--- src/rtl/soc_reset_sequencer.sv ---
// Staged per-domain reset sequencer: hold all domains, release them in ascending order, then run.
// Optional watchdog re-sequencing is compiled in with `define RST_SEQ_WDT_EN.
module soc_reset_sequencer #(
  parameter int NUM_DOMAINS = 4,
  parameter int HOLD_CYCLES = 16,
  parameter int STAGE_GAP   = 8,
  parameter int WDT_TIMEOUT = 1024
) (
  input  logic                   clk,
  input  logic                   reset,
  input  logic                   sw_reset_req,
  input  logic                   wdt_kick,
  output logic [NUM_DOMAINS-1:0] domain_reset_n,
  output logic                   all_ready,
  output logic [1:0]             reset_cause,
  output logic [1:0]             seq_state
);

  localparam int CNT_MAX_HG = (HOLD_CYCLES > STAGE_GAP) ? HOLD_CYCLES : STAGE_GAP;
  localparam int CNT_MAX    = (CNT_MAX_HG > WDT_TIMEOUT) ? CNT_MAX_HG : WDT_TIMEOUT;
  localparam int CW         = $clog2(CNT_MAX + 1);
  localparam int IW         = $clog2(NUM_DOMAINS + 1);

  localparam logic [CW-1:0] HOLD_TGT = CW'(HOLD_CYCLES);
  localparam logic [CW-1:0] GAP_TGT  = CW'(STAGE_GAP - 1);
  localparam logic [IW-1:0] IDX_DONE = IW'(NUM_DOMAINS);

  localparam logic [1:0] CAUSE_POR = 2'b01;
  localparam logic [1:0] CAUSE_SW  = 2'b10;
  localparam logic [1:0] CAUSE_WDT = 2'b11;

  generate
    if (NUM_DOMAINS < 1 || NUM_DOMAINS > 16 || HOLD_CYCLES < 1 || STAGE_GAP < 1 ||
        WDT_TIMEOUT < 1) begin : g_bad_params
      $error("soc_reset_sequencer: illegal parameter value");
    end
  endgenerate

  typedef enum logic [1:0] {
    ST_ASSERT  = 2'b00,
    ST_HOLD    = 2'b01,
    ST_RELEASE = 2'b10,
    ST_RUN     = 2'b11
  } state_t;

  state_t                   state, state_nxt;
  logic [CW-1:0]            cnt, cnt_nxt;
  logic [IW-1:0]            idx, idx_nxt;
  logic [NUM_DOMAINS-1:0]   dom_nxt;
  logic [1:0]               cause_nxt;
  logic                     resync;
  logic [1:0]               resync_cause;

`ifdef RST_SEQ_WDT_EN
  localparam logic [CW-1:0] WDT_TGT = CW'(WDT_TIMEOUT - 1);
  logic [CW-1:0] wdt, wdt_nxt;
  logic          wdt_to;

  // Kick has priority over expiry; counter only runs while in RUN.
  always_comb begin
    wdt_nxt = '0;
    wdt_to  = 1'b0;
    if (state == ST_RUN) begin
      if (wdt_kick)            wdt_nxt = '0;
      else if (wdt == WDT_TGT) wdt_to  = 1'b1;
      else                     wdt_nxt = wdt + 1'b1;
    end
  end

  always_ff @(posedge clk or posedge reset) begin
    if (reset) wdt <= '0;
    else if (resync) wdt <= '0;
    else wdt <= wdt_nxt;
  end

  assign resync       = (state != ST_ASSERT) && (sw_reset_req || wdt_to);
  assign resync_cause = sw_reset_req ? CAUSE_SW : CAUSE_WDT;
`else
  logic unused_wdt_kick;
  assign unused_wdt_kick = wdt_kick;
  assign resync          = (state != ST_ASSERT) && sw_reset_req;
  assign resync_cause    = CAUSE_SW;
`endif

  always_comb begin
    state_nxt = state;
    cnt_nxt   = cnt;
    idx_nxt   = idx;
    dom_nxt   = domain_reset_n;
    cause_nxt = reset_cause;
    case (state)
      ST_ASSERT: begin
        state_nxt = ST_HOLD;
        cnt_nxt   = '0;
        idx_nxt   = '0;
        dom_nxt   = '0;
        if (sw_reset_req) cause_nxt = CAUSE_SW;
      end
      ST_HOLD: begin
        if (cnt == HOLD_TGT) begin
          state_nxt  = ST_RELEASE;
          cnt_nxt    = '0;
          dom_nxt[0] = 1'b1;
          idx_nxt    = IW'(1);
        end else if (cnt != '1) begin
          cnt_nxt = cnt + 1'b1;
        end
      end
      ST_RELEASE: begin
        // idx is the next domain to release; reaching NUM_DOMAINS means all are out.
        if (idx == IDX_DONE) begin
          state_nxt = ST_RUN;
          cnt_nxt   = '0;
        end else if (cnt == GAP_TGT) begin
          for (int unsigned k = 0; k < NUM_DOMAINS; k++) begin
            if (idx == IW'(k)) dom_nxt[k] = 1'b1;
          end
          idx_nxt = idx + 1'b1;
          cnt_nxt = '0;
        end else if (cnt != '1) begin
          cnt_nxt = cnt + 1'b1;
        end
      end
      ST_RUN: begin
        cnt_nxt = '0;
      end
      default: state_nxt = ST_ASSERT;
    endcase
    if (resync) begin
      state_nxt = ST_ASSERT;
      cnt_nxt   = '0;
      idx_nxt   = '0;
      dom_nxt   = '0;
      cause_nxt = resync_cause;
    end
  end

  always_ff @(posedge clk or posedge reset) begin
    if (reset) begin
      state          <= ST_ASSERT;
      cnt            <= '0;
      idx            <= '0;
      domain_reset_n <= '0;
      reset_cause    <= CAUSE_POR;
    end else begin
      state          <= state_nxt;
      cnt            <= cnt_nxt;
      idx            <= idx_nxt;
      domain_reset_n <= dom_nxt;
      reset_cause    <= cause_nxt;
    end
  end

  assign all_ready = (state == ST_RUN);
  assign seq_state = state;

endmodule

--- config.mk ---
export PLATFORM = sky130hd
export DESIGN_NAME = soc_reset_sequencer
export DESIGN_NICKNAME = d
export VERILOG_FILES = /design/src/rtl/soc_reset_sequencer.sv
export SDC_FILE = /design/constraint.sdc
export NUM_CORES = 1
export LEC_CHECK = 0
export ABC_AREA = 1
export CORE_ASPECT_RATIO = 0.5
export CORE_UTILIZATION = 45
export CTS_CLUSTER_SIZE = 24
export DETAILED_ROUTE_END_ITERATION = 8
export MAX_ROUTING_LAYER = met4
export PLACE_DENSITY = 0.72
export SETUP_SLACK_MARGIN = 0.4
export SLEW_MARGIN = 20
export SYNTH_ARGS = -nofsm -noshare
export SYNTH_HDL_FRONTEND = slang
export SYNTH_SLANG_ARGS = --single-unit
--- constraint.sdc ---
create_clock -name clk -period 1.5 [get_ports clk]
set_input_delay 0.15 -clock clk [delete_from_list [all_inputs] [get_ports clk]]
set_output_delay 0.15 -clock clk [all_outputs]
set_load 0.03 [all_outputs]
==> results_dict.tcl <==
set metrics [dict create \
    avgSynthCellArea_um2 7.55 \
    start_kind "flip-flop" \
    clkTransAtPathRegs_ns 0.08 \
    cts-buffers-inserted 3 \
    cp-end-kind "flip-flop" \
    clk_path_buf_depth 2 \
    fillers 219 \
    leakagePower_nw 1.08 \
    rsz0062_at_grt "yes" \
    gp_congestion 0.826 \
    wl_per_cell_um 12.2 \
    clock_sinks 22 \
    cts-root-buf "clkbuf_8" \
    drt_iter0_drc 41 \
    cts_hold_buf 0 \
    multi_input_area_um2 927 \
    regArea_um2 556 \
    violations "negative setup slack" \
    synth_nets 210 \
    path_cells "inv_4 > ha_4 > inv_4 > nand2_4 > nand2_4 > inv_4 > buf_4 > nand2_4 > buf_4 > nand4_1 > nand2_1" \
    r2r_slack_ns -0.02 \
    power_w 0.00341 \
    power_per_cell_area_mw_per_mm2 1650 \
    slowest_stage "dfrtp_2" \
    r2r_start "seq_state[0]" \
    timing.rr.end "idx[0]" \
    coreArea_mm2 0.00307 \
    wl_um 3430 \
    n_antenna_cell 0 \
    maxSlewHeadroom 0.734 \
    worst_slew_pin_slew_ns 0.399 \
    fmax_mhz 659 \
    pin_count 13 \
    ys_seq_elements 22 \
    die_y_um 42.5 \
    die-area_mm2 0.00352 \
    vias 1371 \
    ant_nets 0 \
    grt_pass1_wl_um 5510 \
    antenna_found_initial 0 \
    cts_tree "built" \
    final.setup.tns_ns -0.0247 \
    wl_met2_um 1760 \
    grt.overflow.total 0 \
    insertion_delay_ns 0.27 \
    routed_via_density 4.88 \
    worst-endpoint-required_ns 1.66 \
    finalHoldWorstSlack_ns 0.152 \
    place_hpwl_um 2360 \
    ir_drop_mv 0.932 \
    grt_pass1_vias 1278 \
    hp-class "input pin to async pin" \
    drt-met1-wl_um 1580 \
    ys_types 27 \
    initial_utilization 0.480 \
    final.period_utilization 1.01 \
    worstRegToRegCells 11 \
    fin_skew_ns 0.00440 \
    drc_errors 0 \
    syn_inst 195 \
    grt_usage 0.203 \
    drive_above_1_share 0.386 \
    hold_viol 0 \
    dr.pass1.iters 4 \
    wl_met3_um 66 \
    outcome "finished with violations" \
    nNetsFinal 257 \
    cp_max_fo 5 \
    setup_viol 3 \
    die_w_um 82.9 \
    slew_viol_final 0 \
    syn_area_mm2 0.00147 \
    yosysWarnings 0 \
    cap_violations 0 \
    area_growth_pct 40.7 \
    ys_seq_area_frac 0.375 \
    h-tree-depth 1 \
    top_layer_used "met4" \
    timing.final.ws_setup_ns -0.0180 \
    crit_type "flip-flop to flip-flop" \
    arrival_ns 1.68 \
    grt_max_degree 14 \
    rows 14 \
    max_stage_delay_ns 0.44 \
    io_buffer_count 11 \
    fin_util 0.676 \
    min_period_ns 1.52 \
]
[synth_stat cells (all sizes together)]
master	count	area [um^2]
a21o	1	7.51
a21oi	4	20.0
buf	2	18.8
dfrtp	21	526
dfstp	1	26.3
ha	11	138
inv	31	116
nand2	58	248
nand3	18	100
nand4	9	56.3
nor2	23	96.4
nor3	5	36.3
nor3b	1	7.51
o21a	1	7.51
o21ai	3	18.8
or2	1	6.26
xnor2	1	8.76
xor2	4	35.0
[worst max path at each step]
stage	from	to	slack (ns)	depth (start not counted)
2_1_floorplan	seq_state[1]	cnt[3]	-0.03	12
3_3_place_gp	sw_reset_req	seq_state[1]	0.01	8
3_5_place_dp	seq_state[0]	cnt[4]	-0.03	12
4_1_cts	idx[0]	idx[0]	-0.02	8
5_1_grt	seq_state[0]	cnt[3]	-0.07	12
6_report	seq_state[0]	idx[0]	-0.02	11
[layer usage]
metal,up-vias,global-route usage
met5,-,-
met1,648,0.236
met4,0,0.0448
li1,706,-
met3,4,0.0472
met2,13,0.362
[placed cells by master (no fill, tap or decap), drive strengths merged]
| cell | count |
|---|---|
| xnor2 | 1 |
| nand3 | 18 |
| dfrtp | 21 |
| o21a | 1 |
| nor3 | 5 |
| ha | 11 |
| bufinv | 1 |
| dfstp | 1 |
| nand4 | 9 |
| or2 | 1 |
| clkbuf | 3 |
| o21ai | 3 |
| nor2 | 23 |
| a21oi | 4 |
| clkdlybuf4s50 | 2 |
| nand2 | 59 |
| xor2 | 4 |
| inv | 31 |
| nor3b | 1 |
| a21o | 1 |
| buf | 41 |
[flip-flops by register name, indices dropped and copies added, names as in the netlist]
register,flops
idx,3
cnt,11
seq_state,2
reset_cause,2
domain_reset_n,4
[through the flow]
| step | area (um^2) | std cells | setup slack (ns) |
|---|---|---|---|
| 2_1_floorplan | 1500 | 195 | -0.0315 |
| 3_3_place_gp | 1800 | 265 | 0.0141 |
| 3_5_place_dp | 1800 | 265 | -0.0293 |
| 4_1_cts | 1910 | 272 | -0.0212 |
| 5_1_grt | 2070 | 281 | -0.0710 |
| 6_report | 2070 | 281 | -0.0180 |
[logic make-up after synthesis]
logic type | after synthesis | share of synthesized area
compound gates | 9 | 0.0365
xor+xnor | 5 | 0.0297
fa+ha+maj | 11 | 0.0935
buf+inv | 33 | 0.0918
flops | 22 | 0.375
simple gates | 115 | 0.374
[area by class of cell]
type	count	share of cell area
sequential	22	0.268
multi-input combinational	141	0.447
timing repair buffer	43	0.165
clock inverter	1	0.0145
clock buffer	3	0.0199
tap	40	0.0242
inverter	31	0.0610
[critical path, delay by kind of cell (launching register included)]
kind	cells	cell delay [ns]
AND/OR/NAND/NOR	5	0.35
adder cells (fa/ha/maj)	1	0.15
flip-flops	1	0.44
buffers and inverters	5	0.48
[timing repair]
item,4_1_cts,5_1_grt
gates cloned,0,1
endpoints found under the setup margin,29,28
resized for setup,49,40
pin swaps,5,14
buffers inserted,3,8
[where the power goes]
part	internal, W	switching [W]	leakage, nW
clock network	0.000357	0.000208	0.0357
logic	0.000940	0.00114	0.753
registers	0.000690	0.0000752	0.287
total	0.00199	0.00142	1.08
(Power assumes the default switching activity.)
